### src/rtl/gameconsole_pkg.sv
// Shared VPU/console types and constants used across the video pipeline.
package gameconsole_pkg;

   // Tile RAM geometry
   localparam int unsigned TILE_ADDR_W = 16;
   localparam int unsigned TILE_DATA_W = 32;

   // Waiting cycles after which a pending CPU VRAM access is force-granted
   localparam int unsigned VRAM_CPU_STARVE_MAX = 15;

   // Tile RAM requester identity, carried with each read to route its data
   typedef enum logic [1:0] {
      REQ_BG  = 2'd0,
      REQ_SP  = 2'd1,
      REQ_CPU = 2'd2
   } vram_req_id_e;

endpackage : gameconsole_pkg

### src/rtl/vpu_rd_tag_pipe.sv
// Read-response tag pipeline: follows each tile RAM read from grant to data
// return and raises the rvalid of the requester that issued it.
module vpu_rd_tag_pipe
   import gameconsole_pkg::*;
#(
   parameter int unsigned RD_LAT = 1
) (
   input  logic         i_clk,
   input  logic         i_rst,
   input  logic         i_push,
   input  vram_req_id_e i_push_id,
   output logic         o_bg_rvalid,
   output logic         o_sp_rvalid,
   output logic         o_cpu_rvalid
);

   // Stage 0 lines up with the command cycle; stage RD_LAT with returned data.
   logic [RD_LAT:0] r_vld;
   vram_req_id_e    r_id [RD_LAT+1];

   // Shift the tag pipe; reset drops every in-flight read
   always_ff @(posedge i_clk) begin
      if (i_rst) begin
         r_vld <= '0;
         for (int unsigned i = 0; i <= RD_LAT; i++) begin
            r_id[i] <= REQ_BG;
         end
      end else begin
         r_vld[0] <= i_push;
         r_id[0]  <= i_push_id;
         for (int unsigned i = 1; i <= RD_LAT; i++) begin
            r_vld[i] <= r_vld[i-1];
            r_id[i]  <= r_id[i-1];
         end
      end
   end

   assign o_bg_rvalid  = r_vld[RD_LAT] && (r_id[RD_LAT] == REQ_BG);
   assign o_sp_rvalid  = r_vld[RD_LAT] && (r_id[RD_LAT] == REQ_SP);
   assign o_cpu_rvalid = r_vld[RD_LAT] && (r_id[RD_LAT] == REQ_CPU);

endmodule : vpu_rd_tag_pipe

### src/rtl/vpu_tile_arbiter.sv
// Tile RAM arbiter: shares one single-port tile RAM between the BG fetcher,
// the sprite fetcher and the CPU VRAM window. Fetchers win during active
// display (with a CPU starvation guard), the CPU wins during vblank.
module vpu_tile_arbiter
   import gameconsole_pkg::*;
#(
   parameter int unsigned ADDR_W         = TILE_ADDR_W,
   parameter int unsigned DATA_W         = TILE_DATA_W,
   parameter int unsigned RD_LAT         = 1,
   parameter int unsigned CPU_STARVE_MAX = VRAM_CPU_STARVE_MAX
) (
   input  logic              i_clk,
   input  logic              i_rst,
   input  logic              i_vblank,
   // BG fetcher
   input  logic              i_bg_req,
   input  logic [ADDR_W-1:0] i_bg_addr,
   output logic              o_bg_gnt,
   output logic              o_bg_rvalid,
   output logic [DATA_W-1:0] o_bg_rdata,
   // Sprite fetcher
   input  logic              i_sp_req,
   input  logic [ADDR_W-1:0] i_sp_addr,
   output logic              o_sp_gnt,
   output logic              o_sp_rvalid,
   output logic [DATA_W-1:0] o_sp_rdata,
   // CPU VRAM window
   input  logic              i_cpu_req,
   input  logic              i_cpu_we,
   input  logic [ADDR_W-1:0] i_cpu_addr,
   input  logic [DATA_W-1:0] i_cpu_wdata,
   output logic              o_cpu_gnt,
   output logic              o_cpu_rvalid,
   output logic [DATA_W-1:0] o_cpu_rdata,
   // Tile RAM macro
   output logic              o_mem_en,
   output logic              o_mem_we,
   output logic [ADDR_W-1:0] o_mem_addr,
   output logic [DATA_W-1:0] o_mem_wdata,
   input  logic [DATA_W-1:0] i_mem_dout
);

   localparam int unsigned STARVE_W =
      (CPU_STARVE_MAX < 1) ? 1 : $clog2(CPU_STARVE_MAX + 1);
   localparam logic [STARVE_W-1:0] STARVE_MAX_C = STARVE_W'(CPU_STARVE_MAX);

   logic                r_rr;            // 0 = BG favoured, 1 = SP favoured
   logic [STARVE_W-1:0] r_starve_cnt;
   logic                r_mem_en;
   logic                r_mem_we;
   logic [ADDR_W-1:0]   r_mem_addr;
   logic [DATA_W-1:0]   r_mem_wdata;

   logic         w_force_cpu;
   logic         w_rr_bg;
   logic         w_rr_sp;
   logic         w_bg_gnt;
   logic         w_sp_gnt;
   logic         w_cpu_gnt;
   logic         w_push;
   vram_req_id_e w_push_id;

   // BG/SP round-robin pick; a lone requester wins regardless of the pointer
   assign w_rr_bg = i_bg_req && (!i_sp_req || !r_rr);
   assign w_rr_sp = i_sp_req && (!i_bg_req ||  r_rr);

   assign w_force_cpu = i_cpu_req && (r_starve_cnt == STARVE_MAX_C);

   // Phase-dependent priority select, one grant at most, none during reset
   always_comb begin
      w_bg_gnt  = 1'b0;
      w_sp_gnt  = 1'b0;
      w_cpu_gnt = 1'b0;
      if (!i_rst) begin
         if (i_vblank) begin
            if (i_cpu_req)    w_cpu_gnt = 1'b1;
            else if (w_rr_bg) w_bg_gnt  = 1'b1;
            else if (w_rr_sp) w_sp_gnt  = 1'b1;
         end else begin
            if (w_force_cpu)    w_cpu_gnt = 1'b1;
            else if (w_rr_bg)   w_bg_gnt  = 1'b1;
            else if (w_rr_sp)   w_sp_gnt  = 1'b1;
            else if (i_cpu_req) w_cpu_gnt = 1'b1;
         end
      end
   end

   // Round-robin pointer and CPU starvation counter
   always_ff @(posedge i_clk) begin
      if (i_rst) begin
         r_rr         <= 1'b0;
         r_starve_cnt <= '0;
      end else begin
         if (w_bg_gnt)      r_rr <= 1'b1;
         else if (w_sp_gnt) r_rr <= 1'b0;

         if (!i_cpu_req || w_cpu_gnt)
            r_starve_cnt <= '0;
         else if (r_starve_cnt != STARVE_MAX_C)
            r_starve_cnt <= r_starve_cnt + STARVE_W'(1);
      end
   end

   // Registered RAM command stage; address and write data hold when idle
   always_ff @(posedge i_clk) begin
      if (i_rst) begin
         r_mem_en    <= 1'b0;
         r_mem_we    <= 1'b0;
         r_mem_addr  <= '0;
         r_mem_wdata <= '0;
      end else begin
         r_mem_en <= w_bg_gnt || w_sp_gnt || w_cpu_gnt;
         r_mem_we <= w_cpu_gnt && i_cpu_we;
         if (w_bg_gnt) r_mem_addr <= i_bg_addr;
         if (w_sp_gnt) r_mem_addr <= i_sp_addr;
         if (w_cpu_gnt) begin
            r_mem_addr  <= i_cpu_addr;
            r_mem_wdata <= i_cpu_wdata;
         end
      end
   end

   // Only reads travel down the tag pipe; CPU writes never return data
   assign w_push    = w_bg_gnt || w_sp_gnt || (w_cpu_gnt && !i_cpu_we);
   assign w_push_id = w_sp_gnt ? REQ_SP : (w_cpu_gnt ? REQ_CPU : REQ_BG);

   vpu_rd_tag_pipe #(
      .RD_LAT (RD_LAT)
   ) u_tag_pipe (
      .i_clk        (i_clk),
      .i_rst        (i_rst),
      .i_push       (w_push),
      .i_push_id    (w_push_id),
      .o_bg_rvalid  (o_bg_rvalid),
      .o_sp_rvalid  (o_sp_rvalid),
      .o_cpu_rvalid (o_cpu_rvalid)
   );

   assign o_bg_gnt    = w_bg_gnt;
   assign o_sp_gnt    = w_sp_gnt;
   assign o_cpu_gnt   = w_cpu_gnt;
   assign o_mem_en    = r_mem_en;
   assign o_mem_we    = r_mem_we;
   assign o_mem_addr  = r_mem_addr;
   assign o_mem_wdata = r_mem_wdata;
   assign o_bg_rdata  = i_mem_dout;
   assign o_sp_rdata  = i_mem_dout;
   assign o_cpu_rdata = i_mem_dout;

endmodule : vpu_tile_arbiter

### config.mk
export PLATFORM = sky130hd
export DESIGN_NAME = vpu_tile_arbiter
export DESIGN_NICKNAME = d
export VERILOG_FILES = /design/src/rtl/gameconsole_pkg.sv /design/src/rtl/vpu_rd_tag_pipe.sv /design/src/rtl/vpu_tile_arbiter.sv
export SDC_FILE = /design/constraint.sdc
export NUM_CORES = 1
export LEC_CHECK = 0
export ABC_AREA = 1
export CAP_MARGIN = 20
export CORE_MARGIN = 3
export CORE_UTILIZATION = 35
export DETAILED_ROUTE_END_ITERATION = 6
export DONT_BUFFER_PORTS = 1
export GPL_TIMING_DRIVEN = 0
export PLACE_DENSITY = 0.48
export SLEW_MARGIN = 20
export SYNTH_ARGS = -nofsm -noshare
export SYNTH_HDL_FRONTEND = slang
export SYNTH_HIERARCHICAL = 1
export SYNTH_SLANG_ARGS = --single-unit
### constraint.sdc
create_clock -name i_clk -period 1.6 [get_ports i_clk]
set_input_delay 0.24 -clock i_clk [delete_from_list [all_inputs] [get_ports i_clk]]
set_output_delay 0.24 -clock i_clk [all_outputs]
set_load 0.02 [all_outputs]
==> impl.org, run 1 <==
** Critical path
- Critical Path Sink Type :: output port
- STA puts the critical path data arrival time at 1.40 ns.
- By startpoint and endpoint, the worst setup path is classified as flop to output port.
- For the worst setup path, the data required time is 1.36 ns.
- CP Buf/Inv Count :: 3
- Critical path startpoint :: r_starve_cnt[0]$_SDFFE_PP0P_
- The critical path goes through ha_4 > nand3_4 > nand3_2 > nand2_2 > buf_6 > inv_8 > buf_8.
- Largest incremental delay on the critical path :: 0.34 ns
- On the critical path, the stage with the largest delay is an instance of sky130_fd_sc_hd__dfxtp_2.
- STA classifies the critical path startpoint as a flop.
- Of all nets on the critical path, the largest fanout is 5.
- In this run the critical register-to-register path is launched from r_starve_cnt[0]$_SDFFE_PP0P_.
- Top cell family by delay on the critical path :: flip-flops

** Die
- # IOs :: 271
- The initial utilization of the core area, before any placement, comes to 0.370.
- Die area :: 11800 sq um
- Horizontal extent of the die :: 109 um
- The core region is 10000 sq um.
- In this run the core area contains 36 standard-cell rows.
- In this run the vertical extent of the chip is 109 um.

** Global routing
- Across every metal layer, demand over resource in global routing totals 0.165.
- Vias in the first global route :: 2993
- Global route total overflow :: 0
- Largest net degree at the start of global routing :: 18
- Antenna violations before repair :: 3
- Global-route wire length before repair :: 14.9 mm

** Timing
- Slew headroom :: 0.666
- Post-route worst setup slack :: -0.0390 ns
- Final sum of negative setup slack :: -0.0799 ns
- Max-slew violations :: 0
- Achievable clock frequency :: 610 MHz
- Of the available clock period, the critical path in the final layout requires 1.02.
- Clock skew after layout :: 0.00821 ns
- RSZ-0062 raised after global routing :: yes
- Slew at the pin with the worst max-slew slack :: 0.501 ns
- The final count of hold timing violations is 0.
- Setup violations remaining at the end of the flow were counted as 3.
- Subtracting the final worst setup slack from the clock period gives 1.64 ns.

** Routing
- Routed length on met1 :: 3.95 mm
- Wirelength per Cell :: 14.9 um
- In the routed design, unresolved DRC markers number 0.
- The first routing iteration left 129 violations.
- Wires add up to 10.7 mm.
- Number of search-and-repair iterations in the first detailed-routing pass :: 4
- Via count :: 3239
- After detailed routing, the number of vias per cell comes to 4.50.
- Wire length on met2 :: 5.44 mm
- Max Used Layer :: met4
- Routed Antenna Nets :: 0
- Routed wl met3 :: 1.22 mm

** Yosys
- Yosys printed 6 warnings.
- Leading area contributor after synthesis :: sky130_fd_sc_hd__dfxtp_1
- By instance count, the leading cell after synthesis is sky130_fd_sc_hd__nand2_1.
- Number of distinct library cell variants in the gate-level netlist after synthesis :: 26
- After synthesis, the share of flip-flops with an asynchronous set or reset is 0.
- EDFF count, synth :: 0
- In the synthesized netlist the dominant register cell turns out to be sky130_fd_sc_hd__dfxtp_1.
- The share of the Yosys chip area taken by registers is 0.330.
- By count the netlist is led by sky130_fd_sc_hd__nand2_1 (110), sky130_fd_sc_hd__buf_4 (100), sky130_fd_sc_hd__inv_1 (68), sky130_fd_sc_hd__nand3_1 (68), sky130_fd_sc_hd__dfxtp_1 (61).
- Of the post-synthesis cell area, the dominant cell type holds 0.330.
- Number of nets in the synthesized netlist :: 642
- Cell Area, Synth :: 3700 sq um
- Each instance of the synthesized netlist takes up on average 7.08 sq um.
- After synthesis the netlist holds a flip-flop and latch count of 61.
- The cell count after synthesis came out at 522.
- After synthesis, the cell types taking the most area are sky130_fd_sc_hd__dfxtp_1 (33%), sky130_fd_sc_hd__buf_4 (20%), sky130_fd_sc_hd__nand2_1 (11%).

** Clocking
- Clk sink count :: 61
- CTS built an H-tree with a depth of 3.
- Max Root-Sink Buffers :: 2
- Root cell of the clock tree :: sky130_fd_sc_hd__clkbuf_8
- After clock tree synthesis, the clock-pin slew on the worst setup and hold paths is 0.07 ns.
- The later pin in the worst-skew pair is clocked with a latency of 0.34 ns.
- TritonCTS built the clock tree.
- Number of CTS-inserted buffers :: 9

** Pwr
- Maximum VDD drop :: 0.512 mV
- Dividing total power by cell area gives a power density of 952 nW/um^2.
- Static leakage power :: 0.00245 uW

** Cells and area
- Final net count :: 698
- Layout cell share with drive strength beyond 1 :: 0.341
- The finished layout holds 719 standard cells, fillers aside.
- Area growth, synth to finish :: 29.0%

** Hold path
- Hold Startpoint :: i_cpu_wdata[1]
- HP Class :: input pin to flop

** Placed design
- The number of placed instances, taps included, is 655.
- Summed over all nets, the half-perimeter wirelength after detailed placement is 7.87 mm.
- The congestion estimate from routability-driven global placement came to 0.723.
- Total of buffers placed on input and output ports :: 0

** Flow run
- Across the run, the number of max-cap violations was 0.

** Status
- Outcome :: finished with violations
- Failing checks :: setup timing
[per-layer routing]
metal,vias to the layer above,global-route usage
met5,-,0
met4,0,0.0478
met3,9,0.0805
met2,149,0.278
met1,1454,0.183
li1,1627,-
[sequential cells by signal (all words and copies together), names as in the netlist]
register and count:
o_mem_addr 16, o_mem_en 1, o_mem_wdata 32, o_mem_we 1
r_rr 1, r_starve_cnt 4, u_tag_pipe/r_id 4, u_tag_pipe/r_vld 2
[what timing repair did]
action | in CTS | in global routing
setup endpoints to repair | 21 | 46
endpoints found under the hold margin | 29 | 0
setup buffers | 13 | 4
pin swaps | 4 | 4
cloned | 1 | 4
resized for setup | 26 | 42
hold buffers | 24 | 0
[cell type report]
class,instances,area [sq um]
Clock inverter,7,123
Tap cell,133,166
Multi-Input combinational cell,271,1440
Buffer,120,952
Clock buffer,9,124
Fill cell,1034,5230
Timing Repair Buffer,45,459
Antenna cell,3,7.51
Inverter,70,277
Sequential cell,61,1220
[stage by stage]
step	hold WS, ns	util	worst slack, ns	instance area, sq um	total power [uW]
6_report	0.0128	0.477	-0.0390	4770	4540
3_5_place_dp	0.315	0.386	-0.0790	3860	2720
2_1_floorplan	0.311	-	0.149	3700	2580
4_1_cts	0.000981	0.456	-0.0600	4560	4530
3_3_place_gp	0.313	0.386	-0.0689	3860	2710
5_1_grt	0.00778	0.477	-0.121	4770	4750
[power by group]
part | switching [uW] | internal (uW)
registers | 207 | 1630
logic | 546 | 458
clock network | 653 | 1040
total | 1410 | 3130
[cell usage in the layout, fill, tap and decap left out, types with 12 or more instances in the layout]
| cell | n |
|---|---|
| sky130_fd_sc_hd__a21oi_1 | 17 |
| sky130_fd_sc_hd__a21oi_2 | 17 |
| sky130_fd_sc_hd__buf_4 | 115 |
| sky130_fd_sc_hd__buf_6 | 12 |
| sky130_fd_sc_hd__dfxtp_1 | 59 |
| sky130_fd_sc_hd__dlygate4sd3_1 | 24 |
| sky130_fd_sc_hd__inv_1 | 66 |
| sky130_fd_sc_hd__nand2_1 | 107 |
| sky130_fd_sc_hd__nand3_1 | 66 |
| sky130_fd_sc_hd__nand3b_1 | 16 |
| sky130_fd_sc_hd__nor2_1 | 21 |
[worst paths after layout]
kind                                       to  slack, ns  depth (start not counted)
min reg2reg  u_tag_pipe/r_id[0][2]$_SDFF_PP0_       0.41                          2
max reg2reg        o_mem_addr[3]$_SDFFE_PP0P_       0.02                          9
min               o_mem_wdata[1]$_SDFFE_PP0P_       0.01                          2
max                                 o_cpu_gnt      -0.04                          7
[cells by family (layout without fill, tap and decap cells)]
| logic type | after synthesis | count (layout) | synth area share |
|---|---|---|---|
| adder cells (fa/ha/maj) | 1 | 1 | 0.00338 |
| buffers and inverters | 191 | 251 | 0.313 |
| AND/OR/NAND/NOR | 230 | 230 | 0.287 |
| XOR/XNOR | 1 | 1 | 0.00237 |
| flip-flops | 61 | 61 | 0.330 |
| other | 0 | 3 | 0 |
| AO/OA/AOI/OAI | 38 | 39 | 0.0636 |
[worst register-to-register path: cells and delay by family, from the launching register on]
kind | cells | cell delay [ns]
and+or+nand+nor | 3 | 0.29
AOI/OAI and AO/OA | 3 | 0.34
adders and majority gates | 1 | 0.17
buffers and inverters | 2 | 0.35
DFF | 1 | 0.34
Note: power is estimated with default switching activity, not from simulation.
==> inputs of run 2 (changes only) <==
- SLEW_MARGIN: 20 -> not set
==> results of run 2 <==
Final layout, timing and power as in run 1 (identical DEF).
